**src/rtl/video_timing_pkg.sv**
```systemverilog
// video_timing_pkg
//   Constants, the registered-flag bundle and the noise LFSR step function
//   shared by video_timing_gen and noise_lfsr.
package video_timing_pkg;

    localparam logic [8:0]  V_TOTAL_NTSC  = 9'd262;
    localparam logic [8:0]  V_TOTAL_PAL   = 9'd312;
    localparam logic [8:0]  VS_START_NTSC = 9'd244;
    localparam logic [8:0]  VS_START_PAL  = 9'd270;
    localparam logic [8:0]  VS_LEN        = 9'd3;
    localparam logic [31:0] LFSR_MASK     = 32'h8020_0003;

    typedef struct packed {
        logic hblank;
        logic hsync;
        logic vblank;
        logic vsync;
    } vflags_t;

    localparam vflags_t FLAGS_RESET = '{hblank: 1'b1, hsync: 1'b0, vblank: 1'b1, vsync: 1'b0};

    // Right-shifting Galois form, taps 32,22,2,1.
    function automatic logic [31:0] lfsr_step(input logic [31:0] s);
        return {1'b0, s[31:1]} ^ (s[0] ? LFSR_MASK : 32'h0);
    endfunction

endpackage

```
**src/rtl/video_timing_gen_noise_lfsr.sv**
```systemverilog
// noise_lfsr
//   32-bit Galois LFSR noise source with a registered 8-bit luma output.
//   Ports:
//     clk, reset : clock, asynchronous active-high reset
//     ce         : pixel enable; luma updates only on ce
//     en         : pixel being presented is active; the LFSR steps only then
//     luma       : low byte of the stepped state, 0 for blanked pixels
module noise_lfsr
    import video_timing_pkg::*;
#(
    parameter logic [31:0] SEED = 32'hACE1_2B3D
) (
    input  logic       clk,
    input  logic       reset,
    input  logic       ce,
    input  logic       en,
    output logic [7:0] luma
);

    logic [31:0] state;
    logic [31:0] state_next;

    always_comb begin
        state_next = lfsr_step(state);
    end

    always_ff @(posedge clk or posedge reset) begin
        if (reset) begin
            state <= SEED;
            luma  <= '0;
        end else if (ce) begin
            if (en) begin
                state <= state_next;
                luma  <= state_next[7:0];
            end else begin
                luma  <= '0;
            end
        end
    end

endmodule

```
**src/rtl/video_timing_gen.sv**
```systemverilog
// video_timing_gen
//   15 kHz NTSC/PAL raster (or 31 kHz scandoubled) with pixel enable,
//   sync/blank flags and LFSR noise luma. All outputs are registered and
//   change together on the edge that raises ce_pix.
//   Ports:
//     clk, reset  : clock, asynchronous active-high reset
//     pal         : 0 = NTSC 262 lines, 1 = PAL 312 lines (taken at frame wrap)
//     scandouble  : 1 = each line emitted twice at half pixel period (taken at frame wrap)
//     ce_pix      : one-clock pixel enable
//     HBlank, HSync, VBlank, VSync : raster flags, active high
//     video       : 8-bit noise luma, 0 while blanked
module video_timing_gen
    import video_timing_pkg::*;
#(
    parameter int unsigned CE_DIV    = 8,
    parameter int unsigned H_ACTIVE  = 320,
    parameter int unsigned H_TOTAL   = 400,
    parameter int unsigned HS_START  = 336,
    parameter int unsigned HS_END    = 368,
    parameter int unsigned V_ACTIVE  = 240,
    parameter logic [31:0] LFSR_SEED = 32'hACE1_2B3D
) (
    input  logic       clk,
    input  logic       reset,
    input  logic       pal,
    input  logic       scandouble,
    output logic       ce_pix,
    output logic       HBlank,
    output logic       HSync,
    output logic       VBlank,
    output logic       VSync,
    output logic [7:0] video
);

    localparam int unsigned   DW          = $clog2(CE_DIV);
    localparam logic [DW-1:0] DIV_LAST_15 = DW'(CE_DIV - 1);
    localparam logic [DW-1:0] DIV_LAST_31 = DW'(CE_DIV / 2 - 1);
    localparam logic [8:0]    H_LAST      = 9'(H_TOTAL - 1);
    localparam logic [8:0]    H_ACT       = 9'(H_ACTIVE);
    localparam logic [8:0]    HS_ON       = 9'(HS_START);
    localparam logic [8:0]    HS_OFF      = 9'(HS_END);
    localparam logic [8:0]    V_ACT       = 9'(V_ACTIVE);

    logic [DW-1:0] divider;
    logic [8:0]    hcnt;
    logic [8:0]    vcnt;
    logic          dbl_phase;
    logic          pal_r;
    logic          sd_r;
    vflags_t       flags;

    logic [DW-1:0] div_last;
    logic [8:0]    v_last;
    logic [8:0]    vs_start;
    logic          ce;
    logic          h_wrap;
    logic          line_adv;
    logic          v_wrap;
    logic          active;
    vflags_t       flags_next;

    // Flags decode the pixel about to be presented; the counters then move on.
    always_comb begin
        div_last   = sd_r ? DIV_LAST_31 : DIV_LAST_15;
        v_last     = (pal_r ? V_TOTAL_PAL : V_TOTAL_NTSC) - 9'd1;
        vs_start   = pal_r ? VS_START_PAL : VS_START_NTSC;
        ce         = (divider == div_last);
        h_wrap     = (hcnt == H_LAST);
        // In scandouble mode the second copy of a line closes it.
        line_adv   = h_wrap && (!sd_r || dbl_phase);
        v_wrap     = line_adv && (vcnt == v_last);

        flags_next        = FLAGS_RESET;
        flags_next.hblank = (hcnt >= H_ACT);
        flags_next.hsync  = (hcnt >= HS_ON) && (hcnt < HS_OFF);
        flags_next.vblank = (vcnt >= V_ACT);
        flags_next.vsync  = (vcnt >= vs_start) && (vcnt < vs_start + VS_LEN);
        active            = !flags_next.hblank && !flags_next.vblank;
    end

    // Mode latches only at frame wrap, which always coincides with ce, so the
    // divider is already restarting at 0 when a new divide ratio takes effect.
    always_ff @(posedge clk or posedge reset) begin
        if (reset) begin
            divider   <= '0;
            hcnt      <= '0;
            vcnt      <= '0;
            dbl_phase <= 1'b0;
            pal_r     <= 1'b0;
            sd_r      <= 1'b0;
            flags     <= FLAGS_RESET;
            ce_pix    <= 1'b0;
        end else begin
            ce_pix <= ce;
            if (ce) begin
                divider <= '0;
                flags   <= flags_next;
                hcnt    <= h_wrap ? 9'd0 : hcnt + 9'd1;
                if (h_wrap && sd_r) begin
                    dbl_phase <= ~dbl_phase;
                end
                if (line_adv) begin
                    vcnt <= v_wrap ? 9'd0 : vcnt + 9'd1;
                end
                if (v_wrap) begin
                    pal_r <= pal;
                    sd_r  <= scandouble;
                end
            end else begin
                divider <= divider + 1'b1;
            end
        end
    end

    noise_lfsr #(
        .SEED (LFSR_SEED)
    ) u_noise (
        .clk   (clk),
        .reset (reset),
        .ce    (ce),
        .en    (active),
        .luma  (video)
    );

    assign HBlank = flags.hblank;
    assign HSync  = flags.hsync;
    assign VBlank = flags.vblank;
    assign VSync  = flags.vsync;

endmodule

```
**config.mk**
```make
export PLATFORM = sky130hd
export DESIGN_NAME = video_timing_gen
export DESIGN_NICKNAME = d
export VERILOG_FILES = /design/src/rtl/video_timing_pkg.sv /design/src/rtl/video_timing_gen_noise_lfsr.sv /design/src/rtl/video_timing_gen.sv
export SDC_FILE = /design/constraint.sdc
export NUM_CORES = 1
export LEC_CHECK = 0
export BUFFER_PORTS_ARGS = -buffer_cell sky130_fd_sc_hd__buf_2
export CAP_MARGIN = 15
export CORE_MARGIN = 2
export CORE_UTILIZATION = 61
export DETAILED_ROUTE_END_ITERATION = 10
export PLACE_DENSITY = 0.91
export SETUP_SLACK_MARGIN = 0.5
export SLEW_MARGIN = 20
export SYNTH_ARGS = -nofsm -noshare
export SYNTH_HDL_FRONTEND = slang
export SYNTH_HIERARCHICAL = 1
export SYNTH_SLANG_ARGS = --single-unit
```
**constraint.sdc**
```tcl
create_clock -name clk -period 2.4 [get_ports clk]
set_input_delay 0.48 -clock clk [delete_from_list [all_inputs] [get_ports clk]]
set_output_delay 0.48 -clock clk [all_outputs]
set_load 0.02 [all_outputs]
```
# ---- After elaboration in Yosys (flattened, before gate mapping)
# Index checks and enable logic that the tools add are counted.
dict set report op_classes {
  shift 0
  n_bitwise 2
  n_mul 0
  n_reduce_logical 14
  div 0
  add_sub_neg 5
  mux 8
  order_cmp 6
  n_eq_ne 3
}
# op n
set ops {}
lappend ops {{two-way mux 32 bit} 1}
lappend ops {{bitwise XOR 31 x 32 -> 32 bit} 1}
lappend ops {{two-way mux 9 bit} 3}
lappend ops {{adder 9 x 1 -> 9 bit, second input constant} 2}
lappend ops {{>= comparator 9 bit, second input constant} 2}
lappend ops {{adder 9 x 2 -> 9 bit, second input constant} 1}
lappend ops {{== test 9 bit} 1}
lappend ops {{== test 9 bit, second input constant} 1}
lappend ops {{>= comparator 9 x 8 -> 1 bit, second input constant} 1}
lappend ops {{>= comparator 9 bit} 1}
lappend ops {{< comparator 9 bit} 1}
lappend ops {{< comparator 9 bit, second input constant} 1}
lappend ops {{subtractor 9 x 1 -> 9 bit, second input constant} 1}
lappend ops {{two-way mux 8 bit} 1}
lappend ops {{AND reduction 2 bit} 4}
lappend ops {{logical AND 1 bit} 6}
lappend ops {{two-way mux 3 bit} 2}
lappend ops {{two-way mux 6 bit} 1}
lappend ops {{adder 3 x 1 -> 3 bit, second input constant} 1}
lappend ops {{== test 3 bit} 1}
lappend ops {{zero test 1 bit} 3}
lappend ops {{logical OR 1 bit} 1}
lappend ops {{inverter 1 bit} 1}
dict set report word_totals {
  latchBits 0
  mem_bits_rw 0
  mem_count 0
  inputBits 4
  regBits 69
  mem_bits_ro 0
}

# ---- Longest topological paths before layout
dict set report logic_depth {
  ltp_word 5
  ltp_mapped 7
  ltp_nobuf 6
}

# ---- Modules after synthesis
# Netlist, hierarchy kept.
# mod cells_each seq_area_each_um2 instances area_each_um2
set modules_own_cells {}
lappend modules_own_cells {video_timing_gen 169 728.2 1 1694.1}
lappend modules_own_cells {noise_lfsr 108 1022.2 1 1666.6}

# ---- Worst setup path after synthesis
# No wires, ideal clock.
dict set report synth_timing {
  path_kind {reg-to-reg}
  startpoint {reg pal_r}
  endpoint {reg flags (netlist bit VSync)}
  arrival_ns 1.813
  required_ns 2.334
  slack_ns 0.521
  path_stages_with_launch 5
  cell_sequence {dfrtp_1 > ha_1 > or4b_2 > a2111oi_0 > a22o_1}
}
dict set report synth_between {
  elab_chain_len 4
  elab_cells_between_ends 5
}
# item line
set synth_rtl {}
lappend synth_rtl {{start: declaration} video_timing_gen.sv:48} ;# logic pal_r;
lappend synth_rtl {{start signal: assignment} video_timing_gen.sv:106} ;# pal_r <= pal;
lappend synth_rtl {{two-way mux 9 bit (*)} video_timing_gen.sv:66} ;# vs_start = pal_r ? VS_START_PAL : VS_START_NTSC;
lappend synth_rtl {{adder 9 x 2 -> 9 bit} video_timing_gen.sv:77} ;# flags_next.vsync = (vcnt >= vs_start) && (vcnt < vs_start + VS_LEN);
lappend synth_rtl {{< comparator 9 bit} video_timing_gen.sv:77}
lappend synth_rtl {{logical AND 1 bit (*)} video_timing_gen.sv:77}
lappend synth_rtl {{end signal: assignment} video_timing_gen.sv:97} ;# flags <= flags_next;
lappend synth_rtl {{end: declaration} video_timing_gen.sv:50} ;# vflags_t flags;
# Mark *: on every way between the ends. The rest lies on a longest branch, timed or not.
# A chain may end at the register's enable or synchronous reset.

# ---- Worst setup path after layout
# Same ends and word-level chain as after synthesis.

==> summary.txt <==
status: complete, no violations
Final Hold Vio Count: 0
sequential area share after synthesis: 0.521
Core Area: 0.00541 sq mm
final global-route overflow total: 0
DIE HEIGHT: 78.2 microns
Max Clock Skew: 8.06 ps
Async SR Flop Fraction: 1.00
Critical Path End Type: register
max incr delay on CP: 630 ps
CP required: 2680 ps
CP startpoint kind: register
syn_nets: 295
number of global-route vias before repair: 2,291
wire length per cell: 17.3 microns
distinct cell type count after synthesis: 52
IO Port Bufs: 16
share of cells above drive strength 1: 0.340
CTS tree: yes
GRT Total Usage: 0.230
TNS Setup: 0 ps
pwr dens: 599 mW/mm^2
Hold WC Path Type: in -> async
WS Path Type: reg -> reg
post-layout min period: 1920 ps
Finished Layout Cells: 381
Die ar.: 0.00612 sq mm
most frequent cells in the layout: dfrtp_1 (48), mux2_4 (22), inv_1 (21), dfstp_2 (19), nand2_1 (17)
filler cell count: 347
Leak: 1.86 nW
RSZ-0062 raised after global routing: yes
clk root buf: clkbuf_8
Site Rows: 27
total wire length: 6.60 mm
YS warnings: 6
Pre-Repair DR Iteration Count: 4
max-slew violation count: 0
Slowest cell on crit path: or4b_2
fin crit share: 0.801
later-pin clock latency in the skew report: 340 ps
Post-synth top flop: dfrtp_1
Buf/Inv on CP: 0
synth-to-layout area growth: 14.1%
max frequency: 520 MHz
num ports: 17
cell count after synthesis: 277
average size of a mapped cell: 12.1 sq um
CP max FO: 8
drt drc: 0
worst vdd ir: 0.000615 V
vias per cell: 5.93
H-tree depth: 3
Hold-fix buffers, CTS: 0
Starting Density: 0.622
first-pass GRT wire length: 10.9 mm
placed cells: 361
commonest non-fill, non-tap cell in the layout: dfrtp_1
Post-DP HPWL: 4.17 mm
Worst Path Arrival: 2200 ps
CTS buffer count: 9
number of inserted diodes: 0
Layout Nets: 323
worst-path cell chain: ha_1, or4b_2, a2111oi_4, a22o_1
clk sinks: 69
largest net degree at the start of global routing: 41
Least-Margin Pin Slew: 516 ps
Max Buffers Root-to-Sink: 2
Mapped Area: 0.00336 sq mm
number of synthesized flops with an enable pin: 0
Slew Limit Headroom: 0.653
max cap viols: 0
endpoints failing setup: 0
antenna violations before repair: 0
Die X: 78.2 microns
gpl congestion: 0.882
drt first-iter violations: 159
#FFs+latches synth: 69
ANT nets after route: 0
Reg clk slew, reported paths: 70 ps
Vias: 2,258
CP delay by family, top: simple AND/OR/NAND/NOR gates
[power by group]
| part | switching (mW) | total, mW | internal, mW |
|---|---|---|---|
| registers | 0 | 1.16 | 1.16 |
| clock network | 0.423 | 1.11 | 0.686 |
| logic | 0.0223 | 0.0264 | 0.00410 |
[through the flow]
step / hold WS, ps / total power [mW] / setup slack (ps) / utilization / area [sq um]
after floorplan: 410 / 1.20 / 521 / - / 3360
after global placement: 419 / 1.21 / 380 / 0.648 / 3500
after detailed placement: 432 / 1.21 / 304 / 0.648 / 3500
after CTS: 153 / 2.33 / 498 / 0.703 / 3800
after global routing: 168 / 2.38 / 397 / 0.710 / 3840
final: 148 / 2.30 / 478 / 0.710 / 3840
[Yosys cell counts, types with 2 or more instances]
master	instances	area (sq um)
nand2_1	17	63.8
mux2_1	2	22.5
a31oi_1	9	56.3
a21bo_2	6	60.1
xor2_1	4	35.0
buf_6	4	45.0
dfrtp_1	50	1250
clkbuf_1	2	7.51
xnor2_1	12	105
inv_1	21	78.8
mux2_2	3	33.8
or4b_1	2	20.0
buf_2	2	10.0
and4_1	2	17.5
nor4_4	2	42.5
and4b_1	2	20.0
nand3_1	15	75.1
o22ai_1	2	12.5
o21ai_0	12	60.1
nand2b_1	3	18.8
nor3_1	5	25.0
ha_1	14	175
a21oi_1	3	15.0
nand4_1	6	37.5
nor2_1	10	37.5
and3_1	2	12.5
mux2_4	22	330
dfstp_2	19	499
[sequential cells by signal, summed over array words and instances (netlist names)]
name           flops
vcnt               9
HSync              1
VBlank             1
VSync              1
dbl_phase          1
u_noise/luma       8
pal_r              1
ce_pix             1
HBlank             1
sd_r               1
u_noise/state     32
hcnt               9
divider            3
[layer usage]
layer	GRT usage	up-vias	share of wire
li1	-	1035	-
met1	0.283	1140	0.41
met2	0.391	64	0.52
met3	0.0678	19	0.043
met4	0.0737	0	0.020
met5	0	-	0
[cell families (layout without fill, tap and decap cells)]
kind of cell	Yosys count	count (layout)	share of synthesized area
adder cells (fa/ha/maj)	14	14	0.0521
AO/OA/AOI/OAI	42	42	0.0853
flip-flops	69	69	0.521
multiplexers	28	28	0.118
XOR/XNOR	16	16	0.0417
AND/OR/NAND/NOR	76	76	0.135
buffers and inverters	32	64	0.0469
[worst paths after layout]
kind                            start         end  slack (ps)  cells past startpoint
setup reg to reg                pal_r       VSync         480                      4
hold reg to reg            divider[0]  divider[0]         440                      1
hold / removal                  reset      ce_pix         150                      2
max in group asynchronous       reset      HBlank        1590                      3
min in group clk           scandouble        sd_r         360                      2
setup / recovery                pal_r       VSync         480                      4
[repair_timing]
item                                    4_1_cts  5_1_grt
buffers inserted                              3        2
cloned                                        0        0
pin swaps                                     2        1
endpoints found under the setup margin       12        7
resized for setup                             8        2
[cell type report]
cell class,instances,area (sq um),share of cell area
Clock buffer,9,124,0.0323
Multi-Input combinational cell,176,1510,0.394
Tap cell,72,90.1,0.0235
Inverter,22,82.6,0.0215
Sequential cell,69,1750,0.457
Timing Repair Buffer,27,163,0.0424
Clock inverter,6,111,0.0290
Note: power is estimated with default switching activity, not from simulation.
